**config.mk**
```make
export PLATFORM = sky130hd
export DESIGN_NAME = cnot_gate
export DESIGN_NICKNAME = d
export VERILOG_FILES = /design/src/rtl/cnot_gate.sv
export SDC_FILE = /design/constraint.sdc
export NUM_CORES = 1
export LEC_CHECK = 0
export CORE_MARGIN = 8
export CORE_UTILIZATION = 50
export DETAILED_ROUTE_END_ITERATION = 16
export GPL_TIMING_DRIVEN = 0
export MAX_ROUTING_LAYER = met4
export PLACE_DENSITY = 0.82
export SYNTH_ARGS = -nofsm -noshare
export SYNTH_HDL_FRONTEND = slang
export SYNTH_SLANG_ARGS = --single-unit
```
**constraint.sdc**
```tcl
create_clock -name clk -period 2.55 [get_ports clk]
set_input_delay 0.765 -clock clk [delete_from_list [all_inputs] [get_ports clk]]
set_output_delay 0.765 -clock clk [all_outputs]
set_load 0.005 [all_outputs]
```
**src/rtl/cnot_gate.sv**
```systemverilog
// Registered CNOT (Feynman) gate bank: y1 = x1, y2 = x1 ^ x2 per lane, plus saturating flip-event counter.
// Latency: 1 cycle from in_valid to out_valid; all outputs come straight from flops.
// Backpressure: none; every cycle with in_valid high is accepted, back-to-back ops give back-to-back results.
//
// Ports:
//   clk        rising-edge clock
//   rst        asynchronous reset, active-high
//   in_valid   sample x1/x2 on this edge
//   x1, x2     control / target bits, WIDTH lanes
//   out_valid  one-cycle strobe, y1/y2 carry a new result
//   y1, y2     registered x1 and x1 ^ x2
//   flip_cnt   saturating count of accepted ops with x1 != 0
//   err        sticky reversibility-check error
//
// Optional build macro CNOT_INV_CHECK_EN: when defined, the accepted inputs are
// kept and each valid result is run back through an inverse CNOT and compared
// against them; any mismatch latches err until reset. Otherwise err is 0.

module cnot_gate #(
  parameter int WIDTH = 1,
  parameter int CNT_W = 16
) (
  input  logic             clk,
  input  logic             rst,
  input  logic             in_valid,
  input  logic [WIDTH-1:0] x1,
  input  logic [WIDTH-1:0] x2,
  output logic             out_valid,
  output logic [WIDTH-1:0] y1,
  output logic [WIDTH-1:0] y2,
  output logic [CNT_W-1:0] flip_cnt,
  output logic             err
);

  localparam logic [CNT_W-1:0] CNT_MAX = {CNT_W{1'b1}};

  logic             vld_q, vld_d;
  logic [WIDTH-1:0] y1_q, y1_d;
  logic [WIDTH-1:0] y2_q, y2_d;
  logic [CNT_W-1:0] cnt_q, cnt_d;

  always_comb begin
    vld_d = in_valid;
    y1_d  = y1_q;
    y2_d  = y2_q;
    cnt_d = cnt_q;
    if (in_valid) begin
      y1_d = x1;
      y2_d = x1 ^ x2;
      // Only operations with a live control bit actually flip a target.
      if ((|x1) && (cnt_q != CNT_MAX)) begin
        cnt_d = cnt_q + CNT_W'(1);
      end
    end
  end

  always_ff @(posedge clk or posedge rst) begin
    if (rst) begin
      vld_q <= 1'b0;
      y1_q  <= '0;
      y2_q  <= '0;
      cnt_q <= '0;
    end else begin
      vld_q <= vld_d;
      y1_q  <= y1_d;
      y2_q  <= y2_d;
      cnt_q <= cnt_d;
    end
  end

  assign out_valid = vld_q;
  assign y1        = y1_q;
  assign y2        = y2_q;
  assign flip_cnt  = cnt_q;

`ifdef CNOT_INV_CHECK_EN
  logic [WIDTH-1:0] x1_sav_q, x1_sav_d;
  logic [WIDTH-1:0] x2_sav_q, x2_sav_d;
  logic [WIDTH-1:0] x2_rec;
  logic             err_q, err_d;

  // Inverse CNOT applied to the registered result.
  assign x2_rec = y1_q ^ y2_q;

  always_comb begin
    x1_sav_d = x1_sav_q;
    x2_sav_d = x2_sav_q;
    err_d    = err_q;
    if (in_valid) begin
      x1_sav_d = x1;
      x2_sav_d = x2;
    end
    // The saved copies load on the same edge as y1/y2, so while out_valid is
    // high they describe exactly the operation currently on the outputs.
    if (vld_q && ((x2_rec != x2_sav_q) || (y1_q != x1_sav_q))) begin
      err_d = 1'b1;
    end
  end

  always_ff @(posedge clk or posedge rst) begin
    if (rst) begin
      x1_sav_q <= '0;
      x2_sav_q <= '0;
      err_q    <= 1'b0;
    end else begin
      x1_sav_q <= x1_sav_d;
      x2_sav_q <= x2_sav_d;
      err_q    <= err_d;
    end
  end

  assign err = err_q;
`else
  assign err = 1'b0;
`endif

endmodule

```
After elaboration in Yosys (flattened, before gate mapping)
Index checks and enable logic that the tools add are counted.
Storage, ports and cells
  register bits: 19
  word-level logic and storage cells: 9
  input port bits: 5
Operators by class
  bitwise logic cells: 1
  equal/unequal tests: 1
  reductions and logical operators: 2
  add/sub/neg operators: 1
Operators with widths (count)
  $add A16 B1 Y16 const B: 1
  $ne A16 B16 Y1 const B: 1
  $reduce_and A2 Y1: 1
  $logic_and A1 B1 Y1: 1
  $xor A1 B1 Y1: 1

Longest topological paths before layout
Gate-level depths: netlist of run 1.
  depth after elaboration: 3
  gate-level depth with buffers: 5
  depth with buffers taken out: 5

Worst setup path before layout of run 1
No wires, ideal clock.
  path kind: input -> register
  from: input port in_valid
  to: register cnt_q[10] (netlist: flip_cnt[10])
  required time: 2.423 ns
  path slack: 0.725 ns
  stages on the path: 4
  path buffers: 0
  setup time: 0.127 ns
  arrival time: 1.698 ns
  path through: nand2_1 or3_1 nor2_1 mux2_1
On the way
  word-level cells in the longest chain between the ends: 1
Ends and longest elaborated chain
  start: declaration: RTL line 25  | input logic in_valid,
  $reduce_and A2 Y1 (no source line)
  end signal: assignment: RTL line 67  | cnt_q <= cnt_d;
  end: declaration: RTL line 40  | logic [CNT_W-1:0] cnt_q, cnt_d;
No other way between the ends.
A chain may end at the register's enable or synchronous reset.

Worst setup path in the final report of run 1
Ends and elaborated chain as after synthesis.

==> results of run 1 <==
worst max-delay path, delay by kind of cell:
family	cells	cell delay (ns)
buffers and inverters	1	0.64
muxes	1	0.32
and+or+nand+nor	3	0.82
per-layer routing:
layer | track usage (%) | wire (um)
met3 | 2.391 | 105
met2 | 19.47 | 957
met4 | 4.096 | 14
met5 | - | 0
met1 | 15.22 | 938
cells by family after synthesis:
group	count (synthesis)	share of synthesized area (%)
other	1	0.4067
flip-flops	19	51.56
XOR/XNOR	12	11.40
buffers and inverters	4	2.035
adder cells (fa/ha/maj)	1	1.357
AND/OR/NAND/NOR	36	25.37
multiplexers	3	3.663
AO/OA/AOI/OAI	7	4.207
registers in the layout (all words and copies together), names as in the netlist:
| name | count |
|---|---|
| y1 | 1 |
| flip_cnt | 16 |
| out_valid | 1 |
| y2 | 1 |
power by group through the flow:
stage / logic, uW / clock network (uW) / registers [uW]
after floorplan: 89.1 / 0 / 432
after global placement: 230 / 0 / 435
after detailed placement: 234 / 0 / 438
after CTS: 237 / 153 / 433
after global routing: 258 / 159 / 444
final: 232 / 149 / 436
placed cells by master, fill, tap and decap left out, drive strengths merged:
cell,instances
clkbuf,4
dfrtp,19
and3,2
nand2,4
xor2,10
nand3,5
or4,1
a31oi,3
nand4,6
clkdlybuf4s50,23
conb,1
or3,1
mux2,3
nor2,5
xnor2,2
nor4b,1
ha,1
nor2b,1
inv,3
buf,1
a21oi,2
o21ai,2
nor4,4
nor3,6
worst min-delay path by stage:
stage	startpoint	end	slack, ns
3_3_place_gp	flip_cnt[7]	flip_cnt[7]	0.50
4_1_cts	flip_cnt[7]	flip_cnt[7]	0.53
6_report	flip_cnt[7]	flip_cnt[7]	0.53
2_1_floorplan	flip_cnt[7]	flip_cnt[7]	0.50
3_5_place_dp	flip_cnt[13]	flip_cnt[13]	0.52
5_1_grt	flip_cnt[7]	flip_cnt[7]	0.54
layout make-up:
cell class | count | area [um2] | area share [%]
Timing Repair Buffer | 23 | 230.2 | 19.03
Multi-Input combinational cell | 60 | 427.9 | 35.37
Inverter | 3 | 11.26 | 0.9307
Clock buffer | 4 | 26.28 | 2.172
Tap cell | 25 | 31.28 | 2.585
Buffer | 1 | 7.507 | 0.6205
Sequential cell | 19 | 475.5 | 39.30
through the flow:
stage | util (%) | instances
4_1_cts | 70.07 | 135
6_report | 70.07 | 135
2_1_floorplan | - | 83
3_3_place_gp | 68.55 | 131
5_1_grt | 70.07 | 135
3_5_place_dp | 68.55 | 131
==> summary.txt, run 1 <==
Timing
  – Unrepaired setup endpoints after global routing: no
  – Clock tree skew after final layout: 0.004062 ns
  – Final period util: 93.07%
  – Hold Worst Slack: 0.5288 ns
  – Setup total negative slack: 0 ns
  – Max-slew headroom at the worst pin: 53.56%
  – Final Critical Period: 2.373 ns
  – Slew @ Worst Pin: 0.6958 ns
  – Final setup violation count: 0
  – Achievable frequency: 421.3 MHz
  – Count of pins over their slew limit: 0
  – Final worst setup slack: 0.1766 ns
  – Final Hold Viols: 0

Synthesis
  – Unique cell type count in the Yosys netlist: 25
  – Post-synth top flop: sky130_fd_sc_hd__dfrtp_1
  – Synthesized instance count: 83
  – Commonest cells in the synthesized netlist: 19 x sky130_fd_sc_hd__dfrtp_1, 10 x sky130_fd_sc_hd__xor2_1, 5 x sky130_fd_sc_hd__nand3_1, 5 x sky130_fd_sc_hd__nor2_1
  – Cell with the most instances after synthesis: sky130_fd_sc_hd__dfrtp_1
  – Main area contributors after synthesis: sky130_fd_sc_hd__dfrtp_1 52%, sky130_fd_sc_hd__xor2_1 9.5%, sky130_fd_sc_hd__mux2_1 3.7%
  – Net count of the mapped netlist: 89
  – Cell type with the largest total area after synthesis: sky130_fd_sc_hd__dfrtp_1
  – Synthesis Warnings: 0
  – Fraction of registers with async set or reset after synthesis: 100.0%
  – EDFF count, synth: 0
  – Netlist area before placement: 922.1 um2
  – Post-synthesis area per instance: 11.11 um2
  – Sequential area share after synthesis: 51.56%
  – Synthesized flop and latch total: 19
  – Fraction of synthesized cell area taken by the top area cell type: 51.56%

Power and ir drop
  – Max rail drop VDD: 0.5656 mV
  – Total power density per cell area: 675.3 nW/um2
  – Logic pwr share: 28.4%
  – Portion of total power attributed to the clock network: 18.2%
  – Part of the total power dissipated in sequential elements: 53.4%
  – Total Power: 817.0 uW
  – Fraction of power spent switching nets: 31.39%
  – Leakage power: 0.0005472 uW
  – P_sw: 256.5 uW
  – Internal Dissipation: 560.5 uW

Layout
  – # fillers: 144
  – Fraction of layout instances using a drive strength above 1: 9.091%
  – Antenna Cells: 0
  – Final design area excluding fillers: 1210 um2
  – Layout overhead on the synthesized area: 31.21%
  – Final net count: 117

Setup path
  – CP Capture Type: flip-flop
  – Worst r2r src: flip_cnt[0]
  – CP endpoint: flip_cnt[10]
  – Critical R2R Capture: flip_cnt[1]
  – CP Launch Point: in_valid
  – Critical path's slowest cell: sky130_fd_sc_hd__clkdlybuf4s50_1
  – Number of cells on the worst reg-to-reg path: 5
  – Kind of start point of the critical path: input port
  – Cells along the critical path: clkdlybuf4s50_1, nand2_1, or3_1, nor2_1, mux2_1
  – R2R setup slack: 0.60 ns
  – Required arrival time at the worst endpoint: 2.73 ns
  – Delay of the slowest cell on the worst path: 0.64 ns
  – Worst setup path category: input port to flip-flop
  – Critical path arrival: 2.55 ns
  – Largest fanout on the critical path: 8

Detailed routing
  – WL per Instance: 14.93 um
  – Vias per Instance: 5.519
  – Length of the first detailed-routing pass in iterations: 4
  – Vias post-DR: 745
  – Remaining antenna violation count after routing: 0
  – Total DRC errors in the routed layout: 0
  – Total routed wirelength: 2016 um
  – Iter 0 DRT Violations: 8

GRT
  – Pin count of the biggest net entering global routing: 20
  – GR Overflow Total: 0
  – Vias in the first global route: 756
  – Aggregate global-route resource usage: 12.26%
  – Global-route wire length before repair: 3291 um
  – Antenna violations before repair: 0

Clock tree
  – Maximum buffer depth of the clock tree: 2
  – Insertion delay of the later-clocked pin in the worst-skew pair: 0.29 ns
  – Number of instances resized during post-cts repair: 0
  – Hold buffers post-CTS: 0
  – Post-CTS Setup Repair Bufs: 0
  – Clock-pin slew on the worst setup and hold paths: 0.11 ns
  – Clock buffers created by TritonCTS: 3
  – Root Buffer: sky130_fd_sc_hd__clkbuf_4
  – Number of sinks on the clock net: 19
  – Level count of the clock H-tree: 1
  – Clock tree from TritonCTS: done

Run
  – Number of max-cap violations: 0

Outcome
  – Result of the run: finished, final reports clean

Floorplan
  – Ports: 25
  – Total Die Area: 3475 um2
  – Die boundary height: 58.95 um
  – Core area: 1727 um2
  – Die width: 58.95 um
  – Number of placement rows: 15
  – Starting Density: 53.41%

Placement
  – Number of port buffers: 23
  – Half-perimeter wire length after detailed placement: 1507 um
  – Post-Place Worst Slack: -0.1083 ns
  – Dpl cell area: 1184 um2
  – Placer Congestion: 0.7681

Min path
  – Kind of path behind the tightest hold check: flip-flop to flip-flop
  – Number of cells on the worst hold path: 1
No activity file was read; power rests on OpenSTA's default activity.
==> run 2: changes to the inputs <==
==> config.mk (replaced) <==
export PLATFORM = sky130hd
export DESIGN_NAME = cnot_gate
export DESIGN_NICKNAME = d
export VERILOG_FILES = /design/src/rtl/cnot_gate.sv
export SDC_FILE = /design/constraint.sdc
export NUM_CORES = 1
export LEC_CHECK = 0
export CORE_MARGIN = 5
export CORE_UTILIZATION = 45
export DETAILED_ROUTE_END_ITERATION = 16
export GPL_TIMING_DRIVEN = 0
export MAX_ROUTING_LAYER = met4
export PLACE_DENSITY = 0.75
export SYNTH_ARGS = -nofsm -noshare
export SYNTH_HDL_FRONTEND = slang
export SYNTH_SLANG_ARGS = --single-unit
==> run 2 against run 1 <==
Net effect:
- cell count is 1.5% higher
- first-iteration DRC count increased by 63%
- global-route usage up 0.99 points
- design area up 0.31%
- via count is 1.6% lower
- setup slack better by 0.034 ns
- sequential power is essentially flat
- fmax up 1.4%
- non-clock buffer count unchanged
- critical path depth is the same
- highest routed layer unchanged
==> summary.txt, run 2 (synthesis gave the netlist of run 1 again) <==
Run
  – Number of max-cap violations: 0

Layout
  – Most common cell after layout, fill and taps aside: sky130_fd_sc_hd__clkdlybuf4s50_1
  – Flip-flop count of the largest register, all copies and words added: 16
  – Layout overhead on the synthesized area: 31.61%
  – Number of standard cells in the final layout excluding fillers: 137
  – Most frequent cells in the layout: 23 x sky130_fd_sc_hd__clkdlybuf4s50_1, 19 x sky130_fd_sc_hd__dfrtp_1, 10 x sky130_fd_sc_hd__xor2_1, 5 x sky130_fd_sc_hd__nand3_1, 5 x sky130_fd_sc_hd__nor2_1
  – Final net count: 117
  – Fraction of layout instances using a drive strength above 1: 10.00%
  – Antenna Cells: 0

Timing
  – Final Hold Viols: 0
  – Slew @ Worst Pin: 0.7069 ns
  – Setup total negative slack: 0 ns
  – Unrepaired setup endpoints after global routing: no
  – Count of pins over their slew limit: 0
  – Final Critical Period: 2.340 ns
  – Max-slew headroom at the worst pin: 52.82%
  – Final setup violation count: 0
  – Clock tree skew after final layout: 0.005757 ns
  – Final period util: 91.75%
  – Achievable frequency: 427.4 MHz

Placement
  – Half-perimeter wire length after detailed placement: 1401 um
  – Number of port buffers: 23
  – Placer Congestion: 0.8019
  – Number of instances in the placed design: 133

Power and ir drop
  – Leakage power: 0.0005499 uW
  – Portion of total power attributed to the clock network: 18.6%
  – P_sw: 261.2 uW
  – Fraction of power spent switching nets: 31.89%
  – Max rail drop VDD: 0.4989 mV
  – Internal Dissipation: 558.0 uW
  – Logic pwr share: 28.2%
  – Total power density per cell area: 675.0 nW/um2
  – Part of the total power dissipated in sequential elements: 53.3%

Setup path
  – Critical path arrival: 2.56 ns
  – Required arrival time at the worst endpoint: 2.77 ns
  – Largest fanout on the critical path: 8
  – Critical R2R Capture: flip_cnt[1]
  – R2R setup slack: 0.58 ns
  – Worst r2r src: flip_cnt[0]
  – Kind of start point of the critical path: input port
  – Worst setup path category: input port to flip-flop
  – CP Capture Type: flip-flop
  – Number of cells on the worst reg-to-reg path: 5

Min path
  – Kind of path behind the tightest hold check: flip-flop to flip-flop
  – Launch point of the worst hold path: flip_cnt[7]
  – Worst min-delay path endpoint: flip_cnt[7]
  – Number of cells on the worst hold path: 1

Clock tree
  – Insertion delay of the later-clocked pin in the worst-skew pair: 0.29 ns
  – Post-CTS Setup Repair Bufs: 0
  – Hold buffers post-CTS: 0
  – Number of sinks on the clock net: 19
  – Clock-pin slew on the worst setup and hold paths: 0.11 ns
  – Level count of the clock H-tree: 1
  – Maximum buffer depth of the clock tree: 2
  – Root Buffer: sky130_fd_sc_hd__clkbuf_4
  – Clock buffers created by TritonCTS: 3
  – Number of instances resized during post-cts repair: 0
  – Clock tree from TritonCTS: done

GRT
  – Global-route wire length before repair: 3263 um
  – GR Overflow Total: 0
  – Vias in the first global route: 719
  – Antenna violations before repair: 0
  – Aggregate global-route resource usage: 13.25%
  – Pin count of the biggest net entering global routing: 20

Floorplan
  – Total Die Area: 3054 um2
  – Starting Density: 47.00%
  – Die boundary height: 55.27 um
  – Ports: 25
  – Core area: 1962 um2
  – Die width: 55.27 um
  – Number of placement rows: 16

Detailed routing
  – Met2 wirelength from detailed routing: 975 um
  – Wire length on met1: 849 um
  – Iter 0 DRT Violations: 13
  – Vias per Instance: 5.350
  – Uppermost metal layer occupied by signal nets: met4
  – WL per Instance: 13.93 um
  – Vias post-DR: 733
  – Met3 layer wire length in the routed design: 55 um
  – Remaining antenna violation count after routing: 0
  – Total DRC errors in the routed layout: 0
  – Total routed wirelength: 1908 um
  – Length of the first detailed-routing pass in iterations: 4

Outcome
  – Result of the run: finished, final reports clean
## run 2: worst max-delay path by stage
| stage | cells past startpoint | start | end |
|---|---|---|---|
| 2_1_floorplan | 4 | in_valid | flip_cnt[10] |
| 3_3_place_gp | 5 | in_valid | flip_cnt[13] |
| 3_5_place_dp | 5 | in_valid | flip_cnt[13] |
| 4_1_cts | 5 | in_valid | flip_cnt[13] |
| 5_1_grt | 5 | in_valid | flip_cnt[13] |
| 6_report | 5 | in_valid | flip_cnt[13] |
## run 2: cell type report
type / count / area, um2
plain buffers: 1 / 7.507
clock buffers: 3 / 22.52
clock inverters: 1 / 5.005
fillers: 182 / 748.2
inverters: 3 / 11.26
multi-input cells: 60 / 427.9
flip-flops and latches: 19 / 475.5
well taps: 27 / 33.78
repair buffers: 23 / 230.2
## run 2: per-layer routing
metal | up-vias | GRT usage, %
met5 | - | -
met4 | 0 | 6.250
met3 | 2 | 1.865
met2 | 15 | 21.62
met1 | 364 | 16.11
li1 | 352 | -
## run 2: metrics by stage
| stage | utilization (%) | setup slack (ns) | hold WS [ns] | area [um2] | total power (uW) |
|---|---|---|---|---|---|
| 2_1_floorplan | - | 0.7245 | 0.4992 | 922.1 | 521.5 |
| 4_1_cts | 61.86 | 0.2181 | 0.5206 | 1214 | 826.5 |
| 6_report | 61.86 | 0.2103 | 0.5167 | 1214 | 819.2 |
| 5_1_grt | 61.86 | 0.1266 | 0.5396 | 1214 | 865.4 |
| 3_3_place_gp | 60.46 | -0.07706 | 0.4971 | 1186 | 665.1 |
| 3_5_place_dp | 60.46 | -0.07798 | 0.5048 | 1186 | 673.7 |
## run 2: power by group through the flow
stage                     registers (uW)  logic, uW  clock network [uW]
final                                437        231                 152
after global routing                 446        252                 167
after CTS                            436        236                 155
after detailed placement             441        233                   0
after global placement               437        229                   0
after floorplan                      432       89.1                   0
## run 2: critical path, cell delays in order
cell	delay, ns
sky130_fd_sc_hd__clkdlybuf4s50_1	0.61
sky130_fd_sc_hd__nand2_1	0.23
sky130_fd_sc_hd__or4_4	0.59
sky130_fd_sc_hd__nor3_2	0.19
sky130_fd_sc_hd__xor2_1	0.17
